[config.mk]
export PLATFORM = sky130hd
export DESIGN_NAME = cdc_handshake_tx_flat
export DESIGN_NICKNAME = d
export VERILOG_FILES = /design/src/rtl/cdc_handshake_tx_if.sv /design/src/rtl/cdc_handshake_tx.sv /design/src/flat_wrapper.sv
export SDC_FILE = /design/constraint.sdc
export NUM_CORES = 1
export LEC_CHECK = 0
export BUFFER_PORTS_ARGS = -buffer_cell sky130_fd_sc_hd__buf_2
export CAP_MARGIN = 40
export CORE_UTILIZATION = 40
export DETAILED_ROUTE_END_ITERATION = 6
export HOLD_SLACK_MARGIN = 0.15
export PLACE_DENSITY_LB_ADDON = 0.05
export SETUP_SLACK_MARGIN = 0.3
export SLEW_MARGIN = 20
export SYNTH_ARGS = -nofsm -noshare
export SYNTH_HDL_FRONTEND = slang
export SYNTH_SLANG_ARGS = --single-unit
[constraint.sdc]
create_clock -name clk -period 2.12 [get_ports clk]
set_input_delay 0.212 -clock clk [delete_from_list [all_inputs] [get_ports clk]]
set_output_delay 0.212 -clock clk [all_outputs]
set_load 0.01 [all_outputs]
[src/rtl/cdc_handshake_tx_if.sv]
// Bundle of the upstream valid/ready port and the req/ack/data crossing for cdc_handshake_tx.
// master is the transmitter's view; slave is the upstream/destination side.
interface cdc_handshake_tx_if #(
    parameter int DATA_W = 32
);
    logic              valid_i;
    logic [DATA_W-1:0] data_i;
    logic              ready_o;
    logic              req_o;
    logic [DATA_W-1:0] data_o;
    logic              ack_i;
    logic              done_o;
    logic              timeout_o;

    modport master (
        input  valid_i, data_i, ack_i,
        output ready_o, req_o, data_o, done_o, timeout_o
    );

    modport slave (
        output valid_i, data_i, ack_i,
        input  ready_o, req_o, data_o, done_o, timeout_o
    );
endinterface

[src/rtl/cdc_handshake_tx.sv]
// Source-side transmitter of a 4-phase req/ack CDC handshake: captures one word, holds it
// on data_o while req is raised, and closes the protocol once the synchronized ack falls.
module cdc_handshake_tx #(
    parameter int DATA_W      = 32,
    parameter int SYNC_STAGES = 2,
    parameter int TIMEOUT_CYC = 1024
) (
    input  logic                   clk,
    input  logic                   rst_n,
    cdc_handshake_tx_if.master     bus
);
    localparam int CNT_W = (TIMEOUT_CYC > 2) ? $clog2(TIMEOUT_CYC) : 1;
    localparam bit TO_EN = (TIMEOUT_CYC != 0);
    localparam logic [CNT_W-1:0] CNT_LAST = CNT_W'((TIMEOUT_CYC > 0) ? (TIMEOUT_CYC - 1) : 0);
    localparam logic [CNT_W-1:0] CNT_ONE  = CNT_W'(1);
    localparam logic [CNT_W-1:0] CNT_MAX  = {CNT_W{1'b1}};

    typedef enum logic [1:0] {
        ST_IDLE = 2'd0,
        ST_REQ  = 2'd1,
        ST_REL  = 2'd2
    } state_t;

    state_t                 state_r, state_s;
    logic [SYNC_STAGES-1:0] sync_r;
    logic                   ack_s;
    logic                   accept_s;
    logic                   req_r, req_s;
    logic [DATA_W-1:0]      data_r, data_s;
    logic                   done_r, done_s;
    logic                   timeout_r, timeout_s;
    logic [CNT_W-1:0]       cnt_r, cnt_s;

    // ack_i is asynchronous to clk; only the last stage of this chain is ever used.
    always_ff @(posedge clk or negedge rst_n) begin
        if (!rst_n) begin
            sync_r <= {SYNC_STAGES{1'b0}};
        end else begin
            sync_r <= {sync_r[SYNC_STAGES-2:0], bus.ack_i};
        end
    end

    assign ack_s    = sync_r[SYNC_STAGES-1];
    assign accept_s = bus.valid_i && bus.ready_o;

    // Next-state and next-output logic for the IDLE -> REQ -> REL handshake.
    always_comb begin
        state_s   = state_r;
        req_s     = req_r;
        data_s    = data_r;
        done_s    = 1'b0;
        timeout_s = timeout_r;
        cnt_s     = cnt_r;
        case (state_r)
            ST_IDLE: begin
                if (accept_s) begin
                    data_s    = bus.data_i;
                    req_s     = 1'b1;
                    state_s   = ST_REQ;
                    cnt_s     = {CNT_W{1'b0}};
                    timeout_s = 1'b0;
                end else begin
                    req_s = 1'b0;
                end
            end
            ST_REQ: begin
                if (ack_s) begin
                    req_s   = 1'b0;
                    state_s = ST_REL;
                end else if (TO_EN && (cnt_r == CNT_LAST)) begin
                    // Abort: still pass through REL so the receiver sees req fall.
                    req_s     = 1'b0;
                    timeout_s = 1'b1;
                    state_s   = ST_REL;
                end else begin
                    req_s = 1'b1;
                    if (cnt_r != CNT_MAX) begin
                        cnt_s = cnt_r + CNT_ONE;
                    end else begin
                        cnt_s = cnt_r;
                    end
                end
            end
            ST_REL: begin
                if (!ack_s) begin
                    state_s = ST_IDLE;
                    done_s  = 1'b1;
                end else begin
                    req_s = 1'b0;
                end
            end
            default: begin
                state_s = ST_IDLE;
                req_s   = 1'b0;
                done_s  = 1'b0;
            end
        endcase
    end

    // Handshake state and all registered outputs.
    always_ff @(posedge clk or negedge rst_n) begin
        if (!rst_n) begin
            state_r   <= ST_IDLE;
            req_r     <= 1'b0;
            data_r    <= {DATA_W{1'b0}};
            done_r    <= 1'b0;
            timeout_r <= 1'b0;
            cnt_r     <= {CNT_W{1'b0}};
        end else begin
            state_r   <= state_s;
            req_r     <= req_s;
            data_r    <= data_s;
            done_r    <= done_s;
            timeout_r <= timeout_s;
            cnt_r     <= cnt_s;
        end
    end

    // A stale-high synchronized ack keeps new transfers out until the receiver has released.
    assign bus.ready_o   = (state_r == ST_IDLE) && !ack_s;
    assign bus.req_o     = req_r;
    assign bus.data_o    = data_r;
    assign bus.done_o    = done_r;
    assign bus.timeout_o = timeout_r;

endmodule

[src/flat_wrapper.sv]
// flat-port wrapper written by rule: the top's interface ports become plain ports
module cdc_handshake_tx_flat 
#(
    parameter int DATA_W      = 32,
    parameter int SYNC_STAGES = 2,
    parameter int TIMEOUT_CYC = 1024
)
  (clk, rst_n, bus_valid_i, bus_data_i, bus_ack_i, bus_ready_o, bus_req_o, bus_data_o, bus_done_o, bus_timeout_o);
  cdc_handshake_tx_if #(.DATA_W(DATA_W)) bus_i ();
  input  logic clk;
  input  logic rst_n;
  input wire logic [$bits(bus_i.valid_i)-1:0] bus_valid_i;
  input wire logic [$bits(bus_i.data_i)-1:0] bus_data_i;
  input wire logic [$bits(bus_i.ack_i)-1:0] bus_ack_i;
  output wire logic [$bits(bus_i.ready_o)-1:0] bus_ready_o;
  output wire logic [$bits(bus_i.req_o)-1:0] bus_req_o;
  output wire logic [$bits(bus_i.data_o)-1:0] bus_data_o;
  output wire logic [$bits(bus_i.done_o)-1:0] bus_done_o;
  output wire logic [$bits(bus_i.timeout_o)-1:0] bus_timeout_o;
  assign bus_i.valid_i = bus_valid_i;
  assign bus_i.data_i = bus_data_i;
  assign bus_i.ack_i = bus_ack_i;
  assign bus_ready_o = bus_i.ready_o;
  assign bus_req_o = bus_i.req_o;
  assign bus_data_o = bus_i.data_o;
  assign bus_done_o = bus_i.done_o;
  assign bus_timeout_o = bus_i.timeout_o;
  cdc_handshake_tx #(.DATA_W(DATA_W), .SYNC_STAGES(SYNC_STAGES), .TIMEOUT_CYC(TIMEOUT_CYC)) u_core (.clk(clk), .rst_n(rst_n), .bus(bus_i));
endmodule
# ---- Word level (Yosys, flattened, before mapping)
# Index checks and enable logic that the tools add are counted.
dict set report op_classes {
  add_sub_neg 1
  n_eq_ne 12
  n_mux 21
  reduce_logical 9
}
# cell n
set op_table {}
lappend op_table {{two-way mux 10 bit} 4}
lappend op_table {{case mux 10 bit (2 select lines)} 1}
lappend op_table {{adder 10 x 1 -> 10 bit (second input constant)} 1}
lappend op_table {{equality test 10 bit (second input constant)} 1}
lappend op_table {{inequality test 10 bit (second input constant)} 1}
lappend op_table {{two-way mux 1 bit} 9}
lappend op_table {{two-way mux 2 bit} 4}
lappend op_table {{inequality test 2 x 1 -> 1 bit (second input constant)} 4}
lappend op_table {{inequality test 2 bit (second input constant)} 3}
lappend op_table {{case mux 2 bit (3 select lines)} 1}
lappend op_table {{AND reduction 5 bit} 1}
lappend op_table {{AND reduction 4 bit} 1}
lappend op_table {{inequality test 3 x 1 -> 1 bit (second input constant)} 1}
lappend op_table {{case mux 1 bit (3 select lines)} 1}
lappend op_table {{AND reduction 3 bit} 1}
lappend op_table {{equality test 2 x 1 -> 1 bit (second input constant)} 1}
lappend op_table {{equality test 2 bit (second input constant)} 1}
lappend op_table {{logical AND 1 bit} 2}
lappend op_table {{zero test 2 bit} 1}
lappend op_table {{case mux 1 bit (2 select lines)} 1}
lappend op_table {{AND reduction 2 bit} 1}
lappend op_table {{nonzero test 2 bit} 1}
lappend op_table {{zero test 1 bit} 1}
dict set report word_totals {
  register_bits 49
  out_inout_bits 36
  elab_cells 50
}

# ---- Depth between registers and ports, before layout
# Gate-level depths: netlist of run 1.
dict set report depth {
  word_depth 5
  mapped_depth 6
  depth_no_buf 6
}

# ---- Worst setup path after synthesis of run 1
# Ideal clock, no wire load.
dict set report synth_timing {
  path_type {reg2reg}
  startpoint {register u_core.cnt_r[0]}
  endpoint {register u_core.cnt_r[9]}
  setup_ns 0.124
  arrival_ns 1.554
  required_time_ns 1.996
  slack_ns 0.442
  path_stages_with_launch 6
  period_less_slack_ns 1.678
  path_cell_list {dfrtp_1 > ha_1 > nand3_4 > o311a_4 > and3_1 > a211o_1}
}
dict set report synth_between {
  elab_chain_len 5
  word_cells_on_any_way 10
}
# element line_no
set synth_lines {}
lappend synth_lines {{start: declaration} cdc_handshake_tx.sv:32} ;# logic [CNT_W-1:0] cnt_r, cnt_s;
lappend synth_lines {{start signal: assignment} cdc_handshake_tx.sv:108} ;# cnt_r <= {CNT_W{1'b0}};
lappend synth_lines {{start signal: assignment} cdc_handshake_tx.sv:115} ;# cnt_r <= cnt_s;
lappend synth_lines {{adder 10 x 1 -> 10 bit} cdc_handshake_tx.sv:78} ;# cnt_s = cnt_r + CNT_ONE;
lappend synth_lines {{two-way mux 10 bit} cdc_handshake_tx.sv:77} ;# if (cnt_r != CNT_MAX) begin
lappend synth_lines {{two-way mux 10 bit} cdc_handshake_tx.sv:70} ;# end else if (TO_EN && (cnt_r == CNT_LAST)) begin
lappend synth_lines {{two-way mux 10 bit} cdc_handshake_tx.sv:67} ;# if (ack_s) begin
lappend synth_lines {{case mux 10 bit (2 select lines)} cdc_handshake_tx.sv:54} ;# case (state_r)
# Several ways; a longest one is shown, not always the timed one. The select of a mux whose other input is x is not followed.
# A chain may end at the register's enable or synchronous reset.

# ---- Worst setup path after layout of run 1
dict set report layout_timing {
  startpoint {register u_core.cnt_r[1]}
  endpoint {register u_core.cnt_r[3]}
}
# The elaborated chain is that of the path after synthesis.

==> results of run 1 <==
cells by family after synthesis:
| group | Yosys count | share of synthesized area |
|---|---|---|
| adders and majority gates | 1 | 0.006016 |
| and+or+nand+nor | 133 | 0.2876 |
| AOI/OAI and AO/OA | 21 | 0.08364 |
| DFF | 49 | 0.5897 |
| xor gates and xnor gates | 2 | 0.008425 |
| buffers and inverters | 11 | 0.02466 |
cells in the final DEF (no fill, tap or decap), types with 2 or more instances in the layout:
cell type / synthesis / final
sky130_fd_sc_hd__nor3_1: 6 / 6
sky130_fd_sc_hd__nor2_1: 3 / 3
sky130_fd_sc_hd__and3_1: 2 / 2
sky130_fd_sc_hd__a22o_1: 2 / 2
sky130_fd_sc_hd__dlygate4sd3_1: 0 / 34
sky130_fd_sc_hd__buf_4: 1 / 9
sky130_fd_sc_hd__a211o_1: 2 / 2
sky130_fd_sc_hd__o21ai_0: 4 / 4
sky130_fd_sc_hd__clkbuf_8: 0 / 6
sky130_fd_sc_hd__nand2_1: 104 / 104
sky130_fd_sc_hd__a31oi_1: 3 / 3
sky130_fd_sc_hd__a21oi_1: 3 / 3
sky130_fd_sc_hd__nand3_1: 6 / 6
sky130_fd_sc_hd__buf_2: 5 / 71
sky130_fd_sc_hd__dfrtp_1: 49 / 48
sky130_fd_sc_hd__a21o_1: 2 / 2
worst max path at each step:
stage | to
final | u_core.cnt_r[3]
after global routing | u_core.cnt_r[2]
after CTS | u_core.cnt_r[2]
after detailed placement | u_core.cnt_r[2]
after global placement | u_core.bus.req_o
after floorplan | u_core.cnt_r[9]
power by group through the flow:
stage,Combinational (W),Sequential (W),Clock (W)
global placement,0.000879,0.00143,0
global route,0.00106,0.00148,0.000744
CTS,0.000934,0.00143,0.000711
floorplan,0.000388,0.00153,0
detailed placement,0.000890,0.00144,0
finish,0.000943,0.00143,0.000686
metrics by stage:
| step | hold slack (ps) | cell area, µm² |
|---|---|---|
| after floorplan | -83.59 | 2079 |
| after global placement | 311.6 | 2516 |
| after detailed placement | 314.8 | 2516 |
| after CTS | 247.8 | 2977 |
| after global routing | 289.7 | 3003 |
| final | 264.2 | 3003 |
worst max-delay path, stage by stage, from the launching register on:
cell and delay, ps:
sky130_fd_sc_hd__dfrtp_1 410, sky130_fd_sc_hd__ha_2 230, sky130_fd_sc_hd__nand3_4 130, sky130_fd_sc_hd__o311a_4 400, sky130_fd_sc_hd__and3_1 190, sky130_fd_sc_hd__a211o_1 220
registers in the layout (all words and copies together) (netlist names):
signal and count:
u_core.bus.data_o 32, u_core.state_r 2, u_core.bus.timeout_o 1, u_core.bus.done_o 1, u_core.cnt_r 10, u_core.bus.req_o 1, u_core.sync_r 2
synthesized netlist by cell type (2+ instances only):
library cell and count:
sky130_fd_sc_hd__and3_1 2, sky130_fd_sc_hd__nand3_1 6, sky130_fd_sc_hd__nand2_1 104, sky130_fd_sc_hd__a22o_1 2, sky130_fd_sc_hd__a211o_1 2, sky130_fd_sc_hd__dfrtp_1 49, sky130_fd_sc_hd__o21ai_0 4, sky130_fd_sc_hd__buf_2 5
sky130_fd_sc_hd__clkbuf_1 4, sky130_fd_sc_hd__a21oi_1 3, sky130_fd_sc_hd__nor3_1 6, sky130_fd_sc_hd__nor2_1 3, sky130_fd_sc_hd__a21o_1 2, sky130_fd_sc_hd__a31oi_1 3
area by class of cell:
cell class / count / area, µm² / share of cell area
inverters: 1 / 3.754 / 0.001250
clock buffers: 6 / 82.58 / 0.02750
repair buffers: 114 / 763.2 / 0.2542
clock inverters: 2 / 37.54 / 0.01250
flip-flops and latches: 49 / 1227 / 0.4088
multi-input cells: 157 / 804.5 / 0.2679
well taps: 67 / 83.83 / 0.02792
repair_timing:
action | 4_1_cts | 5_1_grt
hold buffers | 34 | 0
setup buffers | 0 | 3
hold endpoints to repair | 63 | 0
resized for setup | 0 | 2
endpoints found under the setup margin | 0 | 8
layer usage:
metal,part of all wire,vias to the layer above,global-route usage
met2,0.48,62,0.3263
met4,0.017,0,0.07906
li1,-,927,-
met5,0,-,0
met3,0.049,9,0.04878
met1,0.45,851,0.2460
==> flow_results.org, run 1 <==
** Detailed routing
- Final WL :: 5.036 mm
- For this block, the via count after detailed routing is 1,849.
- Vias per cell :: 4.669
- In this run, the number of DRC markers left after iteration 0 of detailed routing was a little over 80.
- The pre-antenna-repair detailed-routing pass consisted of 4 iterations.
- DRC violations left :: 0
- Number of antenna-violating nets in the routed design :: 0
- Routed WL per cell :: 12.72 µm

** Die
- Die width :: about 74 µm
- For this configuration, the core starts out at a cell density of 0.4289.
- Row Count :: 25
- Floorplan die area :: 0.005491 mm²
- The floorplan step defined a core boundary enclosing 0.004848 mm².
- Top-level port count :: between 70 and 80
- Measured along the y axis, the die boundary spans roughly 74 µm.

** Clock tree
- The clock reaches the later pin of the worst-skew pair after 300 ps.
- Counting the buffers created by CTS gives 5.
- Clock tree from TritonCTS :: yes
- The clock drives 49 sinks.
- Depth of the CTS H-tree :: 2
- Buffer levels on the longest clock path :: 2
- Clock-pin slew was measured on the worst setup and hold paths at 90 ps.
- The tree is rooted in a sky130_fd_sc_hd__clkbuf_8.

** Cells and area
- The final layout contains roughly 370 nets.
- The repair_antennas step left the layout with diodes totalling 0.
- Once layout is complete, the utilization of the core stands at 0.6194.
- In the final layout, the share of cells above drive strength 1 is 0.3009.
- Fillers :: ~420
- Relative to the synthesized area, the layout overhead comes to 44.40%.
- Cell Count, Final, Fillers Out :: 396

** Synth
- Synthesized instance count :: 217
- Counting distinct cell types in the post-synthesis netlist gives 36.
- Of the post-synthesis cell area, the dominant cell type holds 0.5897.
- Post-synthesis area per instance :: ~9.6 µm²
- Flip-flop and latch count after synthesis :: 49
- Share of flip-flops with an asynchronous set or reset after synthesis :: 1.000
- Largest cells by area after synthesis :: sky130_fd_sc_hd__dfrtp_1 (59%), sky130_fd_sc_hd__nand2_1 (19%), sky130_fd_sc_hd__nand3_1 (1.4%), sky130_fd_sc_hd__nor3_1 (1.4%), sky130_fd_sc_hd__o311ai_4 (1.3%)
- The share of the Yosys chip area taken by registers is 0.5897.
- After synthesis the cells add up to roughly 0.0021 mm².
- Count of flip-flops with a built-in enable after synthesis :: 0
- In the synthesized netlist the dominant register cell turns out to be sky130_fd_sc_hd__dfrtp_1.
- Syn. warnings :: 0
- The largest total area in the synthesized netlist belongs to sky130_fd_sc_hd__dfrtp_1.
- Total nets after synthesis :: roughly 250

** STA
- Measured slew at the worst slew-check pin :: between 700 and 800 ps
- Setup TNS after final layout :: 0 ps
- Setup slack closes at 437.1 ps.
- Fmax achieved :: 0.5942 GHz
- Min Tclk post-route :: 1683 ps
- The number of slew-limit violations in the final report is 0.
- The hold violation total from the final report was 0.
- Unrepaired setup endpoints after global routing :: true
- Normalized max-slew margin :: 0.5270
- Setup Skew :: approximately 2.6 ps
- Setup violations remaining at the end of the flow were counted as 0.
- Part of the cycle the worst path needs :: 0.7938

** Worst hold path
- Hold Path Class :: in2reg
- The worst hold path passes through 4 cells.
- The startpoint identified for the worst hold timing path is bus_valid_i.
- The path with the worst hold slack has its endpoint at u_core.bus.timeout_o.

** Placed design
- Final Wtd Congestion :: between 0.7 and 0.8
- Port Buffers :: 71
- Worst-case setup slack after placement :: 323.9 ps
- Detailed placement finished with a half-perimeter wire length of 3.079 mm.
- After detailed placement, the design holds a cell count of 351.

** Worst setup path
- Worst setup slack for register-to-register paths :: 440 ps
- The critical path in this run is classified as reg2reg.
- For the worst setup path, the data arrival time is 1870 ps.
- In this run the worst path has a maximum fanout of 9.
- R2R cell count :: 5
- The worst setup path is captured at a register.
- The most critical setup path has its startpoint at u_core.cnt_r[1].
- For the worst setup path, the data required time is between 2000 and 2500 ps.
- Startpoint types :: register
- Destination of the worst register-to-register timing path :: u_core.cnt_r[3]
- Reg-to-Reg Start :: u_core.cnt_r[1]

** Power and ir drop
- Reg power frac :: 0.468
- Of the total power, combinational logic draws 0.308.
- P per Cell Area :: just over 1000 mW/mm²
- Leak :: 1.614 nW
- The share of total power dissipated in the clock network is 0.224.
- Internal power :: 0.002032 W
- Summed over all nets, the switching power comes to 0.001029 W.
- The worst-case IR drop observed on VDD is 0.4857 mV.
- Overall power consumption after layout is estimated at 0.003061 W.
- Of the total power, the share spent switching nets is 0.3361.

** Run
- Max capacitance violation total :: 0

** Global routing
- Maximum number of pins on one net before global-route repair :: 36
- All-layer global routing usage :: 0.1964
- Global route total overflow :: 0
- The number of global-route vias before repair came to 1,799.
- The number of antenna violations at the first check in global routing is 0.
- Wire length of the first global-routing pass :: 8.066 mm

** Run status
- The flow ran to the end, and the final reports show no timing, DRC or antenna violations.
No activity file was read; power rests on OpenSTA's default activity.
==> inputs of run 2 (changes only) <==
==> constraint.sdc (replaced) <==
create_clock -name clk -period 1.5 [get_ports clk]
set_input_delay 0.15 -clock clk [delete_from_list [all_inputs] [get_ports clk]]
set_output_delay 0.15 -clock clk [all_outputs]
set_load 0.01 [all_outputs]
==> flow_results.org, run 2 (synthesized netlist as in run 1, its figures left out) <==
** Power and ir drop
- P per Cell Area :: 1322 mW/mm²
- Total power for the finished layout comes to about 0.0047 W.
- Largest vdd supply drop :: 0.7336 mV
- Leak :: 1.878 nW

** Clock tree
- The root buffer cell chosen for the clock tree is sky130_fd_sc_hd__clkbuf_8.
- After clock tree synthesis, the clock-pin slew on the worst setup and hold paths is about 90 ps.
- Clock latency on the worst-skew pair :: 300 ps
- Buffer levels on the longest clock path :: 2
- Clock sink count :: 49
- In this run the number of H-tree levels came out at 2.
- Buffers inserted during clock tree synthesis total 5.
- TritonCTS built the clock tree.

** Global routing
- The first global-routing pass estimated 8.631 mm of wire.
- All-layer global routing usage :: 0.2130
- The number of global-route vias before repair came to 1,884.
- Number of antenna violations at the first check in global routing :: 0
- Global route total overflow :: 0
- Entering global routing, the biggest net connects 31 pins.

** Placed design
- Final Wtd Congestion :: 0.8035
- Worst-case setup slack after placement :: -89.08 ps
- Port Buffers :: between 70 and 80
- HPWL after detailed placement :: 3.257 mm

** STA
- Post-Route Hold Slack :: 202.4 ps
- Setup violations remaining at the end of the flow were counted as 40.
- Based on the critical path, the design can be clocked at up to 0.6332 GHz.
- For the pin with the worst max-slew slack, the measured transition is between 400 and 500 ps.
- The hold violation total from the final report came to 0.
- Setup repair after global routing could not meet its margin everywhere.
- Min Tclk post-route :: 1579 ps
- Normalized max-slew margin :: 0.6817
- Slew Viols, Final :: 0
- Dividing the final minimum period by the clock period gives 1.053.
- Min setup slack post-route :: -79.31 ps
- Setup Skew :: 7.524 ps
- Setup TNS after final layout :: -1603 ps

** Run status
- Failing checks :: setup timing
- Result of the run :: complete, but fails checks

** Worst setup path
- For this design, the slowest cell found on the critical path is sky130_fd_sc_hd__or4b_4.
- Walking the worst path, the cells encountered are or4b_4, clkbuf_16, nand2_1, nand2_1.
- CP dominant cell by count :: sky130_fd_sc_hd__nand2_1
- STA classifies the critical path endpoint as a register.
- STA puts the critical path data required time at 1700 ps.
- Worst path arrival time :: approximately 1800 ps
- STA classifies the critical path startpoint as a register.
- CP Class :: reg2reg
- Of all nets on the critical path, the largest fanout is 8.
- Delay of the slowest critical-path stage :: 680 ps

** Detailed routing
- Routed WL per cell :: roughly 14 µm
- For this run, the detailed router's first-pass iteration total came to 5.
- For this block, the routed nets add up to 6.017 mm of wire.
- Summing over every cut layer, the via total after detailed routing is roughly 2,000.
- The first routing iteration left just under 60 violations.
- Number of antenna-violating nets in the routed design :: 0
- DRC violations left :: 0
- Vias per cell :: 4.678

** Die
- Die width :: 74.10 µm
- Initial core utilization :: 0.4289
- Floorplan die area :: 0.005491 mm²
- In this run the core area contains 25 standard-cell rows.
- After floorplanning, the core was sized to cover 0.004848 mm².
- Die height :: 74.10 µm
- Top-level port count :: 72

** Cells and area
- At the end of the flow, the number of nets in the layout was 397.
- The register with the most flip-flops in the layout has 32 of them.
- In the layout the commonest cells are sky130_fd_sc_hd__nand2_1 (80), sky130_fd_sc_hd__buf_2 (71), sky130_fd_sc_hd__dfrtp_1 (45), sky130_fd_sc_hd__dlygate4sd3_1 (34), sky130_fd_sc_hd__buf_4 (24).
- The area growth from synthesis to layout is 71.18%.
- Leaving out fill and tap cells, the most frequent cell in the layout is sky130_fd_sc_hd__nand2_1.
- 0 antenna diodes ended up in the layout.
- In the final layout, the share of cells above drive strength 1 is 0.4571.

** Run
- Across the run, the number of max-cap violations was 0.

** Worst hold path
- The path class of the tightest hold or removal check is in2reg.
[run 2: cell types whose count changed in the layout (fill, tap and decap cells not counted), moves of 4 or more]
cell | previous run | this run
sky130_fd_sc_hd__nand2_2 | 0 | 17
sky130_fd_sc_hd__buf_6 | 0 | 7
sky130_fd_sc_hd__buf_12 | 0 | 4
sky130_fd_sc_hd__clkbuf_16 | 0 | 4
sky130_fd_sc_hd__nand2_1 | 104 | 80
sky130_fd_sc_hd__nand2_4 | 0 | 7
sky130_fd_sc_hd__buf_4 | 9 | 24
[run 2: area by class of cell]
cell class,count,area [µm²]
clock inverters,1,7.507
clock buffers,7,76.32
flip-flops and latches,49,1231
multi-input cells,157,967.2
well taps,67,83.83
fillers,337,1289
inverters,1,3.754
repair buffers,146,1190
[run 2: where the power goes]
group,internal (W),switching [W]
logic,0.000954,0.000922
registers,0.00174,0.000335
clock network,0.000331,0.000430
[run 2: final timing paths]
check,cells after the start,to,slack [ps],start
setup / recovery,4,u_core.bus.data_o[27],-80,u_core.state_r[1]
hold / removal,4,u_core.bus.timeout_o,200,bus_valid_i
setup reg to reg,4,u_core.bus.data_o[27],-80,u_core.state_r[1]
hold reg to reg,0,u_core.sync_r[1],380,u_core.sync_r[0]
max in group asynchronous,3,u_core.bus.data_o[17],650,rst_n
min in group asynchronous,2,u_core.state_r[1],340,rst_n
[run 2: through the flow]
step	utilization	cell area, µm²	std cells
CTS	0.6919	3354	422
finish	0.7342	3560	428
floorplan	-	2135	217
global route	0.7342	3560	428
detailed placement	0.5582	2706	369
global placement	0.5582	2706	369
[run 2: critical path: cells and delay by family, from the launching register on]
family,cells,cell delay (ps)
and+or+nand+nor,3,790
buffers and inverters,1,240
DFF,1,440
[run 2: metal layers]
| layer | GRT usage | up-vias | routed length (µm) |
|---|---|---|---|
| li1 | - | 999 | - |
| met1 | 0.2765 | 936 | 2715 |
| met2 | 0.3626 | 58 | 2967 |
| met3 | 0.04878 | 9 | 246 |
| met4 | 0.05128 | 0 | 88 |
| met5 | 0 | - | 0 |
[run 2: repair_timing]
item | 4_1_cts | 5_1_grt
hold buffers | 34 | 0
setup buffers | 9 | 1
gates cloned | 2 | 5
endpoints found under the setup margin | 47 | 47
endpoints found under the hold margin | 52 | 0
pin swaps | 13 | 29
resized for setup | 31 | 25
